===== src/rtl/eight_bit_mux_arbiter.sv =====
// Four-source round-robin arbiter feeding a registered 8-bit 4:1 mux, with
// valid/ready handshake, no-bubble re-arbitration and an optional ready timeout.
module eight_bit_mux_arbiter #(
  parameter int TIMEOUT = 15
) (
  input  logic       clk,
  input  logic       reset,
  input  logic [3:0] req,
  input  logic [7:0] a,
  input  logic [7:0] b,
  input  logic [7:0] c,
  input  logic [7:0] d,
  input  logic       out_ready,
  output logic [3:0] gnt,
  output logic       s1,
  output logic       s0,
  output logic [7:0] out_data,
  output logic       out_valid,
  output logic [3:0] ack,
  output logic       err
);

  typedef enum logic {ST_IDLE, ST_SEND} state_t;

  localparam logic [3:0] TLAST = 4'(TIMEOUT - 1);

  state_t     r_state, w_state_n;
  logic [1:0] r_ptr, w_ptr_n;
  logic [3:0] r_tcnt, w_tcnt_n;
  logic [3:0] r_gnt, w_gnt_n;
  logic [1:0] r_sel, w_sel_n;
  logic [7:0] r_data, w_data_n;
  logic       r_valid, w_valid_n;
  logic       r_err, w_err_n;

  logic [1:0] w_base;
  logic       w_found;
  logic [1:0] w_idx;
  logic [7:0] w_mux;
  logic       w_accept;
  logic       w_tmo;

  assign w_accept = r_valid & out_ready;
  assign w_tmo    = (TIMEOUT != 0) && (r_tcnt == TLAST);

  // In SEND the scan base is the post-accept pointer so re-arbitration on the
  // accepting edge already sees the advanced round-robin position.
  assign w_base = (r_state == ST_SEND) ? r_sel + 2'd1 : r_ptr;

  always_comb begin
    w_found = 1'b0;
    w_idx   = w_base;
    for (int unsigned k = 0; k < 4; k++) begin
      if (!w_found && req[w_base + 2'(k)]) begin
        w_found = 1'b1;
        w_idx   = w_base + 2'(k);
      end
    end
  end

  always_comb begin
    case (w_idx)
      2'd0:    w_mux = a;
      2'd1:    w_mux = b;
      2'd2:    w_mux = c;
      default: w_mux = d;
    endcase
  end

  always_comb begin
    w_state_n = r_state;
    w_ptr_n   = r_ptr;
    w_tcnt_n  = r_tcnt;
    w_gnt_n   = r_gnt;
    w_sel_n   = r_sel;
    w_data_n  = r_data;
    w_valid_n = r_valid;
    w_err_n   = 1'b0;
    case (r_state)
      ST_IDLE: begin
        if (w_found) begin
          w_state_n = ST_SEND;
          w_gnt_n   = 4'b0001 << w_idx;
          w_sel_n   = w_idx;
          w_data_n  = w_mux;
          w_valid_n = 1'b1;
          w_tcnt_n  = '0;
        end
      end
      ST_SEND: begin
        if (w_accept) begin
          w_ptr_n  = r_sel + 2'd1;
          w_tcnt_n = '0;
          if (w_found) begin
            w_gnt_n  = 4'b0001 << w_idx;
            w_sel_n  = w_idx;
            w_data_n = w_mux;
          end else begin
            w_state_n = ST_IDLE;
            w_gnt_n   = '0;
            w_valid_n = 1'b0;
          end
        end else if (w_tmo) begin
          w_state_n = ST_IDLE;
          w_ptr_n   = r_sel + 2'd1;
          w_gnt_n   = '0;
          w_valid_n = 1'b0;
          w_err_n   = 1'b1;
          w_tcnt_n  = '0;
        end else if (TIMEOUT != 0) begin
          w_tcnt_n = r_tcnt + 4'd1;
        end
      end
      default: w_state_n = ST_IDLE;
    endcase
  end

  always_ff @(posedge clk or posedge reset) begin
    if (reset) begin
      r_state <= ST_IDLE;
      r_ptr   <= '0;
      r_tcnt  <= '0;
      r_gnt   <= '0;
      r_sel   <= '0;
      r_data  <= '0;
      r_valid <= 1'b0;
      r_err   <= 1'b0;
    end else begin
      r_state <= w_state_n;
      r_ptr   <= w_ptr_n;
      r_tcnt  <= w_tcnt_n;
      r_gnt   <= w_gnt_n;
      r_sel   <= w_sel_n;
      r_data  <= w_data_n;
      r_valid <= w_valid_n;
      r_err   <= w_err_n;
    end
  end

  assign gnt       = r_gnt;
  assign s1        = r_sel[1];
  assign s0        = r_sel[0];
  assign out_data  = r_data;
  assign out_valid = r_valid;
  assign err       = r_err;
  assign ack       = r_gnt & {4{w_accept}};

endmodule


===== config.mk =====
export PLATFORM = sky130hd
export DESIGN_NAME = eight_bit_mux_arbiter
export DESIGN_NICKNAME = d
export VERILOG_FILES = /design/src/rtl/eight_bit_mux_arbiter.sv
export SDC_FILE = /design/constraint.sdc
export NUM_CORES = 1
export LEC_CHECK = 0
export ABC_AREA = 1
export CAP_MARGIN = 20
export CORE_MARGIN = 3
export CORE_UTILIZATION = 35
export CTS_CLUSTER_DIAMETER = 150
export DETAILED_ROUTE_END_ITERATION = 8
export REMOVE_ABC_BUFFERS = 1
export SYNTH_ARGS = -nofsm -noshare
export SYNTH_HDL_FRONTEND = slang
export SYNTH_SLANG_ARGS = --single-unit

===== constraint.sdc =====
create_clock -name clk -period 4.4 [get_ports clk]
set_input_delay 1.32 -clock clk [delete_from_list [all_inputs] [get_ports clk]]
set_output_delay 1.32 -clock clk [all_outputs]
set_load 0.02 [all_outputs]

==> out/summary.json <==
{
  "status": "finished clean",
  "synth_top_area_cell": "sky130_fd_sc_hd__dfrtp_1",
  "upper_clock_frequency_limit_mhz": 250,
  "die_x_um": 75.0,
  "first_global_vias": 1541,
  "synth_area_per_cell_um2": 6.86,
  "hold_buffers": 0,
  "cts_repair_resize_count": 0,
  "synth-edff-count": 0,
  "io_pins": 59,
  "die_y_um": 75.0,
  "holdCritPathClass": "reg2reg",
  "slew-limit-headroom_pct": 41.1,
  "critical_path_required_ps": 3080,
  "detailed_place_hpwl_um": 3260,
  "synth.yosys.warnings": 0,
  "finalNetCount": 341,
  "postSynthCellCount": 243,
  "die_area_um2": 5630,
  "drive_gt1_share_pct": 9.36,
  "worstMarginPinSlew_ps": 883,
  "clk_pin_slew_ps": 80,
  "synthMostInstantiatedCell": "sky130_fd_sc_hd__nand2_1",
  "global_route.overflow_total": 0,
  "critical_path.max_fanout": 7,
  "detail_route.vias_per_cell": 4.78,
  "ys_ff_latch": 23,
  "fin_worst_hold_slack_ps": 483,
  "ranking_of_synthesized_cells_by_area": "sky130_fd_sc_hd__dfrtp_1, sky130_fd_sc_hd__nand2_1, sky130_fd_sc_hd__nand3_1",
  "cp_slowest_stage_delay_ps": 620,
  "vias": 1678,
  "ant_nets": 0,
  "routabilityCongestion": 0.756,
  "cap_violations": 0,
  "clock-skew-final_ps": 1.83,
  "cpMaxStageDelayCell": "sky130_fd_sc_hd__clkdlybuf4s50_1",
  "routed_wl_um": 4240,
  "synthesis.area_um2": 1670,
  "area_growth_synth_to_finish_pct": 38.5,
  "final-hold-violation-count": 0,
  "synth.distinct_cells": 27,
  "antenna_violations_before_repair": 0,
  "grt_start_max_net_pins": 24,
  "layout.core_utilization_pct": 51.6,
  "initialDrtViolationCount": 73,
  "detail_route.drc_violations": 0,
  "arrival_ps": 2690,
  "asyncSetResetFlopFracSynth_pct": 100,
  "timing.setup.tns_ps": 0,
  "io_buffers": 58,
  "min_period_ps": 4010,
  "cpMostUsedCell": "sky130_fd_sc_hd__clkdlybuf4s50_1",
  "floorplan.initialDensity_pct": 37.3,
  "setup_repair_after_global_routing_missed_its_margin": "no",
  "seq_area_frac_synth_pct": 34.5,
  "wire_length_of_the_first_global_routing_pass_um": 6970,
  "floorplan.core_area_um2": 4470,
  "maxSlewViolCount": 0,
  "numCtsBuffers": 3,
  "finalSetupViolCount": 0,
  "h-tree-depth": 1,
  "worstSetupEndpointType": "output pin",
  "cts.sinks": 23,
  "timing.final.crit_share_pct": 91.0,
  "post-cts-setup-buffers": 0,
  "startpoint_type": "input port",
  "diodes": 0,
  "firstDrtPassIters": 6,
  "global_route.usage.total_pct": 16.1,
  "cts_buffer_depth": 2,
  "worstPathCellList": "clkdlybuf4s50_1, nand2_1, nor2_1, clkdlybuf4s50_1",
  "fp-row-count": 24,
  "root_buffer": "sky130_fd_sc_hd__clkbuf_8",
  "tritoncts": "built",
  "synth_common_cells": "sky130_fd_sc_hd__nand2_1, sky130_fd_sc_hd__nand3_1, sky130_fd_sc_hd__inv_1",
  "routedWlPerCell_um": 12.1,
  "synth-main-ff-cell": "sky130_fd_sc_hd__dfrtp_1",
  "clk_latency_ps": 260,
  "yosys.area.top_type_share_pct": 34.5,
  "timing_worst_setup_path_type": "in2out"
}
-- routing by layer --
layer	GRT usage (%)	wire length (um)	up-vias
met4	3.56	25	0
met1	19.8	1930	731
met2	27.1	1950	46
met5	0	0	-
met3	5.61	335	2
li1	-	-	899
-- sequential cells by signal, summed over array words and instances, names as in the netlist --
signal / count
err: 1
r_sel: 2
gnt: 4
out_data: 8
r_state: 1
out_valid: 1
r_ptr: 2
r_tcnt: 4
-- layout make-up --
class | count | area [um^2]
repair buffers | 58 | 581
well taps | 52 | 65.1
multi-input cells | 182 | 922
clock buffers | 3 | 41.3
flip-flops and latches | 23 | 576
fillers | 472 | 2160
clock inverters | 1 | 5.00
inverters | 32 | 120
-- critical path: cells and delay by family --
| kind | cells | cell delay (ps) |
|---|---|---|
| AND/OR/NAND/NOR | 2 | 290 |
| buffers and inverters | 2 | 1070 |
-- cells in the final DEF, fill, tap and decap left out, drive strengths merged --
cell,Yosys,routed
inv,31,31
clkdlybuf4s50,0,58
o22ai,1,1
o21ai,25,25
nor3,4,4
nand4,2,2
a21oi,7,7
nand2,82,82
clkbuf,1,3
nand3,47,47
dfrtp,23,23
o32ai,1,1
clkinv,1,2
nor2,10,10
and3,1,1
ha,2,2
-- through the flow --
step                setup slack [ps]  cells  instance area [um^2]
finish                           395    351                  2310
floorplan                       1340    237                  1620
detailed placement               389    347                  2260
global placement                 403    347                  2260
global route                     315    351                  2310
CTS                              382    351                  2310
-- logic make-up (layout without fill, tap and decap cells) --
logic type	after synthesis	count (layout)	share of synthesized area (%)
flip-flops	23	23	34.5
AND/OR/NAND/NOR	146	146	41.5
AO/OA/AOI/OAI	34	34	12.3
buffers and inverters	38	94	10.2
adder cells (fa/ha/maj)	2	2	1.50
-- final timing paths --
kind | slack (ps) | startpoint | cells past startpoint | endpoint
worst max-delay path | 390 | out_ready | 4 | ack[0]
worst min-delay path | 480 | out_data[5] | 2 | out_data[5]
worst max register to register | 1420 | r_state | 9 | gnt[2]
worst min register to register | 480 | out_data[5] | 2 | out_data[5]
max in group asynchronous | 2320 | reset | 2 | r_sel[1]
min in group asynchronous | 1540 | reset | 2 | out_data[1]
Power is left out: the tool's default activity adds up to more than one toggle a clock period on the data nets, which glitch-free logic cannot reach.
